**config.mk**
```make
export PLATFORM = sky130hd
export DESIGN_NAME = hash_cmp
export DESIGN_NICKNAME = d
export VERILOG_FILES = /design/src/rtl/hash_cmp.sv
export SDC_FILE = /design/constraint.sdc
export NUM_CORES = 2
export LEC_CHECK = 0
export CORE_ASPECT_RATIO = 1.75
export CORE_UTILIZATION = 55
export CTS_CLUSTER_SIZE = 8
export DETAILED_ROUTE_END_ITERATION = 6
export GPL_TIMING_DRIVEN = 0
export PLACE_DENSITY = 0.82
export SETUP_SLACK_MARGIN = 0.4
export SYNTH_ARGS = -nofsm -noshare
export SYNTH_HDL_FRONTEND = slang
export SYNTH_SLANG_ARGS = --single-unit
```
**constraint.sdc**
```tcl
create_clock -name clk -period 9.6 [get_ports clk]
set_input_delay 1.92 -clock clk [delete_from_list [all_inputs] [get_ports clk]]
set_output_delay 1.92 -clock clk [all_outputs]
set_load 0.03 [all_outputs]
```
**src/rtl/hash_cmp.sv**
```systemverilog
// SHA-256 / SHA-384 compression core: one round per clock, then a feed-forward add into the chaining value.
// Schedule words and round constants come from outside, addressed by rnd_idx.
module hash_cmp (
    input  logic         clk,
    input  logic         rst_n,
    input  logic         h_flg_384,
    input  logic         h_clr,
    input  logic         cmp_start,
    input  logic [63:0]  w,
    input  logic [63:0]  kt,
    output logic [6:0]   rnd_idx,
    output logic         kw_nxt,
    output logic         kw_done,
    output logic         cmp_busy,
    output logic         cmp_done,
    output logic [511:0] hash_f
);

    typedef enum logic [1:0] {
        IDLE  = 2'd0,
        ROUND = 2'd1,
        ADD   = 2'd2
    } state_t;

    localparam logic [63:0] IV256 [8] = '{
        64'h6a09e667, 64'hbb67ae85, 64'h3c6ef372, 64'ha54ff53a,
        64'h510e527f, 64'h9b05688c, 64'h1f83d9ab, 64'h5be0cd19
    };
    localparam logic [63:0] IV384 [8] = '{
        64'hcbbb9d5dc1059ed8, 64'h629a292a367cd507, 64'h9159015a3070dd17, 64'h152fecd8f70e5939,
        64'h67332667ffc00b31, 64'h8eb44a8768581511, 64'hdb0c2e0d64f98fa7, 64'h47b5481dbefa4fa4
    };

    state_t      state_q, state_d;
    logic        mode_q, mode_d;
    logic [63:0] h_q [8];
    logic [63:0] h_d [8];
    logic [63:0] wk_q [8];
    logic [63:0] wk_d [8];
    logic [63:0] rnd_wk [8];
    logic [6:0]  rnd_q, rnd_d;

    function automatic logic [63:0] rotr64(input logic [63:0] x, input int unsigned n);
        return (x >> n) | (x << (64 - n));
    endfunction

    function automatic logic [31:0] rotr32(input logic [31:0] x, input int unsigned n);
        return (x >> n) | (x << (32 - n));
    endfunction

    // SHA-256 values live in the low half with the upper half forced to zero.
    function automatic logic [63:0] msk(input logic [63:0] x, input logic m);
        return m ? x : {32'd0, x[31:0]};
    endfunction

    function automatic logic [63:0] big_sig0(input logic [63:0] x, input logic m);
        if (m)
            return rotr64(x, 28) ^ rotr64(x, 34) ^ rotr64(x, 39);
        return {32'd0, rotr32(x[31:0], 2) ^ rotr32(x[31:0], 13) ^ rotr32(x[31:0], 22)};
    endfunction

    function automatic logic [63:0] big_sig1(input logic [63:0] x, input logic m);
        if (m)
            return rotr64(x, 14) ^ rotr64(x, 18) ^ rotr64(x, 41);
        return {32'd0, rotr32(x[31:0], 6) ^ rotr32(x[31:0], 11) ^ rotr32(x[31:0], 25)};
    endfunction

    logic [63:0] w_sel, k_sel, s0, s1, ch, maj, t1, t2;

    always_comb begin
        w_sel = mode_q ? w  : {32'd0, w[63:32]};
        k_sel = mode_q ? kt : {32'd0, kt[63:32]};
        s0    = big_sig0(wk_q[0], mode_q);
        s1    = big_sig1(wk_q[4], mode_q);
        ch    = (wk_q[4] & wk_q[5]) ^ (~wk_q[4] & wk_q[6]);
        maj   = (wk_q[0] & wk_q[1]) ^ (wk_q[0] & wk_q[2]) ^ (wk_q[1] & wk_q[2]);
        t1    = msk(wk_q[7] + s1 + ch + k_sel + w_sel, mode_q);
        t2    = msk(s0 + maj, mode_q);
        rnd_wk[0] = msk(t1 + t2, mode_q);
        rnd_wk[1] = wk_q[0];
        rnd_wk[2] = wk_q[1];
        rnd_wk[3] = wk_q[2];
        rnd_wk[4] = msk(wk_q[3] + t1, mode_q);
        rnd_wk[5] = wk_q[4];
        rnd_wk[6] = wk_q[5];
        rnd_wk[7] = wk_q[6];
    end

    always_comb begin
        state_d  = state_q;
        mode_d   = mode_q;
        h_d      = h_q;
        wk_d     = wk_q;
        rnd_d    = rnd_q;
        kw_nxt   = 1'b0;
        kw_done  = 1'b0;
        cmp_done = 1'b0;
        if (h_clr) begin
            state_d = IDLE;
            mode_d  = h_flg_384;
            rnd_d   = 7'd0;
            for (int i = 0; i < 8; i++)
                h_d[i] = h_flg_384 ? IV384[i] : IV256[i];
        end else begin
            case (state_q)
                IDLE: begin
                    if (cmp_start) begin
                        wk_d    = h_q;
                        rnd_d   = 7'd0;
                        state_d = ROUND;
                    end
                end
                ROUND: begin
                    kw_nxt = 1'b1;
                    wk_d   = rnd_wk;
                    rnd_d  = rnd_q + 7'd1;
                    if (rnd_q == (mode_q ? 7'd79 : 7'd63))
                        state_d = ADD;
                end
                ADD: begin
                    kw_done  = 1'b1;
                    cmp_done = 1'b1;
                    for (int i = 0; i < 8; i++)
                        h_d[i] = msk(h_q[i] + wk_q[i], mode_q);
                    state_d = IDLE;
                end
                default: state_d = IDLE;
            endcase
        end
    end

    always_ff @(posedge clk or negedge rst_n) begin
        if (!rst_n) begin
            state_q <= IDLE;
            mode_q  <= 1'b0;
            rnd_q   <= 7'd0;
            for (int i = 0; i < 8; i++) begin
                h_q[i]  <= '0;
                wk_q[i] <= '0;
            end
        end else begin
            state_q <= state_d;
            mode_q  <= mode_d;
            rnd_q   <= rnd_d;
            for (int i = 0; i < 8; i++) begin
                h_q[i]  <= h_d[i];
                wk_q[i] <= wk_d[i];
            end
        end
    end

    assign rnd_idx  = rnd_q;
    assign cmp_busy = (state_q != IDLE);

    always_comb begin
        if (mode_q)
            hash_f = {h_q[0], h_q[1], h_q[2], h_q[3], h_q[4], h_q[5], 128'd0};
        else
            hash_f = {h_q[0][31:0], h_q[1][31:0], h_q[2][31:0], h_q[3][31:0],
                      h_q[4][31:0], h_q[5][31:0], h_q[6][31:0], h_q[7][31:0], 256'd0};
    end

endmodule

```
==> run_results.csv, run 1 <==
group,metric,value,unit
clock_tree,cts_buffer_depth,4,
synth,yosys.area.top_type,"dfrtp_1",
synth,ys_top_cells_by_area,"dfrtp_1, ha_1, nand2_1",
outcome,outcome,"did not finish",
placement,gp_routability_congestion,1.218,
global_route,grt.overflow.total,1979,
synth,syn_inst,12100,
synth,syn_area,97660,um2
synth,synthFlopType,"dfrtp_1",
synth,synthSimpleGateAreaFrac,17.19,%
floorplan,dieWidth,320.5,um
synth,synth_compound_area_share,22.53,%
synth,muxShareOfSynthArea,4.373,%
synth,synth_xor_area_share,9.316,%
global_route,grt_pass1_wl,1068,mm
synth,synthArstFlopShare,100.0,%
floorplan,io_pins,656,
outcome,tool.error,"[ERROR GRT-0116] Global routing finished with congestion. Check the congestion regions in the DRC Viewer.",
synth,ys_ff_latch,1034,
global_route,grt_max_degree,168,
clock_tree,clock-sinks,1034,
synth,syn_area_per_cell,8.071,um2
clock_tree,cts-buffers-inserted,156,
clock_tree,postCtsHoldBufs,0,
global_route,first_global_vias,124832,
synth,yosys.area.top_type_share,26.50,%
synth,ys_seq_area_share,26.50,%
clock_tree,htree_levels,4,
clock_tree,cts-root-buf,"clkbuf_16",
synth,synth_adder_area_share,14.40,%
floorplan,std_cell_rows,204,
placement,post-dp-hpwl,471.9,mm
synth,ys_warn_count,0,
placement,io_buffers,527,
floorplan,chipHeight,559.4,um
global_route,track_usage,79.91,%
outcome,lastStage,"global routing (5_1_grt)",
synth,synth_top_family_by_area,"compound AO/OA/AOI/OAI gates",
synth,synth.distinct_cells,102,
synth,synth_edf_count,0,
floorplan,start_util,55.37,%
[cells in the mapped netlist, drive strengths merged (108+ instances only)]
library cell,number
nand2,1586
nor2,1070
dfrtp,1034
a21oi,945
o21ai,807
ha,742
xnor2,650
clkbuf,621
inv,527
a31oi,485
a21o,423
xor2,381
mux2,277
and2,218
fa,199
buf,189
nand3,149
nand2b,141
o21a,137
nor3,121
mux2i,115
and3,108
o21bai,108
[through the flow]
step | setup WS (ns) | cells | util, % | hold slack, ns | cell area, um2
after floorplan | 0.4285 | 12227 | - | 0.4727 | 98150
after global placement | -41.11 | 15123 | 60.32 | 0.4933 | 106400
after detailed placement | -3.578 | 15147 | 60.67 | 0.5091 | 107000
after CTS | 0.2414 | 15385 | 64.33 | 0.5252 | 113500
[layer usage]
layer / track usage [%] / GRT overflow
met3: 64.65 / 55
met4: 82.92 / 640
met1: 78.28 / 15
met2: 97.11 / 1265
met5: 27.10 / 4
[cell families after synthesis]
logic type | count (synthesis)
AOI/OAI and AO/OA | 3515
xor gates and xnor gates | 1034
adders and majority gates | 1020
buffers and inverters | 1337
DFF | 1034
muxes | 392
other | 1
and+or+nand+nor | 3767
[what timing repair did]
item                                    4_1_cts
resized for setup                           382
endpoints found under the setup margin      110
buffers inserted                             68
cloned                                        2
pin swaps                                    94
==> run 2: changes to the inputs <==
Settings changed: CORE_ASPECT_RATIO 1.75 to unset, CORE_UTILIZATION 55 to 40, CTS_CLUSTER_SIZE 8 to unset, PLACE_DENSITY 0.82 to unset, PLACE_DENSITY_LB_ADDON set to 0.15, SETUP_SLACK_MARGIN 0.4 to unset.
Clock period 9.6 ns to 12.5 ns, I/O delays scaled along.
==> run 2 against run 1 <==
  * Synthesized cell count did not move
  * The flow now finishes, with violations (capacitance limit, slew limit)
  * Synthesized area unchanged
==> run_results.csv, run 2 <==
group,metric,value,unit
worst_setup_path,timing_worst_setup_path_type,"reg -> reg",
floorplan,chipHeight,496.1,um
floorplan,start_util,40.19,%
synth,synth_common_cells,"nand2_1, nor2_1, dfrtp_1, a21oi_1, o21ai_0",
cells_and_area,layout_common_cells,"nand2_1, nor2_1, dfrtp_1",
global_route,grt.overflow.total,0,
route,vias,105276,
placement,gp_routability_congestion,1.095,
clock_tree,clk_pin_slew,0.06,ns
sta,drv_slew,247,
worst_setup_path,worstReg2RegStart,"mode_q",
worst_setup_path,worst_ep_required_time,13.17,ns
global_route,first_global_vias,95399,
synth,ys_ff_latch,1034,
worst_hold_path,hold_end,"h_q[38]",
route,routed_via_density,6.444,
worst_setup_path,reg2reg_depth,45,
worst_setup_path,startpoint,"mode_q",
route,drc,0,
synth,synth.distinct_cells,102,
route,drt-wirelength-per-cell,37.64,um
global_route,grt_pass1_wl,812.3,mm
sta,finalHoldViolCount,0,
synth,ys_top_cells_by_area,"dfrtp_1, ha_1, nand2_1",
synth,ys_seq_area_share,26.50,%
cells_and_area,layout.nets,14016,
synth,ys_warn_count,0,
placement,dp_slack,-3.518,ns
worst_hold_path,holdPathStages,2,
clock_tree,cts-root-buf,"clkbuf_16",
placement,dp.cells,15996,
worst_setup_path,rrSetupSlack,0.07,ns
outcome,outcome,"complete, but fails checks",
sta,fin_setup_tns,0,ns
clock_tree,cts_buffer_depth,3,
route,ant_nets,0,
cells_and_area,layout_commonest_cell,"nand2_1",
worst_setup_path,arrival,13.10,ns
synth,syn_area,97660,um2
global_route,antenna_found_initial,122,
floorplan,die_area,246100,um2
placement,io_buffers,527,
synth,yosys.area.top_type_share,26.50,%
synth,synthArstFlopShare,100.0,%
sta,setup_viol,0,
cells_and_area,largest_register_ffs,512,
cells_and_area,syn_to_final_growth,16.90,%
outcome,violations,"capacitance limit, slew limit",
job,cap_violations,27,
worst_setup_path,crit_path_top_delay_cell,"clkbuf_2",
worst_hold_path,min_path_type,"reg -> reg",
clock_tree,clock-sinks,1034,
clock_tree,htree_levels,4,
worst_setup_path,cp_max_fo,10,
worst_setup_path,start_kind,"register",
worst_hold_path,holdCritStartpoint,"h_q[38]",
global_route,track_usage,48.62,%
synth,yosys.area.top_type,"dfrtp_1",
synth,synth_edf_count,0,
synth,syn_inst,12100,
cells_and_area,finalCoreUtilization,46.98,%
synth,syn_area_per_cell,8.071,um2
worst_setup_path,slowest_delay,0.71,ns
placement,post-dp-hpwl,504.4,mm
clock_tree,cts_tree,"built",
sta,slew_headroom,-10.98,%
sta,fin_worst_skew,0.03851,ns
floorplan,std_cell_rows,181,
clock_tree,cts-buffers-inserted,140,
synth,synthFlopType,"dfrtp_1",
sta,period_share,99.42,%
route,routed_wl,614.9,mm
sta,worst_pin_slew,1.665,ns
route,drtPass1Iterations,7,
worst_setup_path,reg2reg_to,"rnd_wk[184]",
worst_setup_path,cp-end-kind,"register",
cells_and_area,fin_cells,16336,
sta,min_period,12.43,ns
clock_tree,insertion_delay,0.84,ns
synth,synth.most_common_cell,"nand2_1",
floorplan,coreArea,243000,um2
cells_and_area,largest-register,"h_q",
global_route,grt_max_degree,156,
sta,fin_ws,0.07199,ns
floorplan,dieWidth,496.1,um
route,drt-initial-drc-count,15014,
floorplan,io_pins,656,
sta,max_freq,80.46,MHz
worst_setup_path,path_common_cell,"clkbuf_4",
cells_and_area,drive_gt1_share,7.362,%
[run 2: cell counts after synthesis]
No cell type changed its count.
[run 2: worst max-delay path, delay by kind of cell (launching register included)]
kind,cells,cell delay [ns]
and+or+nand+nor,12,2.36
xor gates and xnor gates,2,0.55
DFF,1,0.50
buffers and inverters,13,3.69
AOI/OAI and AO/OA,13,3.35
adders and majority gates,5,1.70
[run 2: layout make-up]
type                            count  area, um2
Fill cell                       24327     128800
Multi-Input combinational cell   9856      67330
Sequential cell                  1034      25880
Timing Repair Buffer              574       6183
Clock buffer                      205       4039
Tap cell                         3202       4006
Buffer                            809       3779
Inverter                          527       1978
Clock inverter                     49      770.7
Antenna cell                       80      200.2
[run 2: worst max path at each step]
| stage | end | slack, ns | depth (start not counted) |
|---|---|---|---|
| after floorplan | rnd_wk[188] | 2.61 | 42 |
| after global placement | h_q[392] | -41.93 | 1 |
| after detailed placement | rnd_wk[191] | -3.52 | 38 |
| after CTS | rnd_wk[444] | 0.03 | 40 |
| after global routing | rnd_wk[445] | -0.003 | 40 |
| final | rnd_wk[184] | 0.07 | 45 |
[run 2: cells by family (layout without fill, tap and decap cells)]
| group | Yosys count | count (layout) | share of synthesized area, % |
|---|---|---|---|
| compound gates | 3515 | 3515 | 22.53 |
| xor+xnor | 1034 | 1034 | 9.316 |
| fa+ha+maj | 1020 | 1020 | 14.40 |
| buf+inv | 1337 | 2164 | 5.699 |
| flops | 1034 | 1034 | 26.50 |
| mux | 392 | 392 | 4.373 |
| other cells | 1 | 208 | 0.003840 |
| simple gates | 3767 | 3767 | 17.19 |
[run 2: timing repair]
item	CTS	global route
endpoints found under the hold margin	0	0
buffers inserted	0	4
hold buffers	0	0
pin swaps	0	3
endpoints found under the setup margin	96	34
gates resized for setup	103	41
[run 2: per-stage QoR]
| stage | instance area [um2] | hold slack [ns] |
|---|---|---|
| floorplan | 98140 | 0.4727 |
| global route | 114000 | 0.5517 |
| CTS | 113600 | 0.5189 |
| global placement | 107400 | 0.4947 |
| finish | 114200 | 0.5196 |
| detailed placement | 108400 | 0.5055 |
[run 2: metal layers]
layer  track usage, %  up-vias  wire length, um
met1            63.80    51916           246200
met3            19.30     1680            83660
met4            34.31       50            50380
li1                 -    44046                -
met2            64.08     7584           234400
met5           0.1351        -              338
Power of run 2 is not shown: default switching activity piles up to over one toggle a cycle in this logic, so the estimate is an artifact.
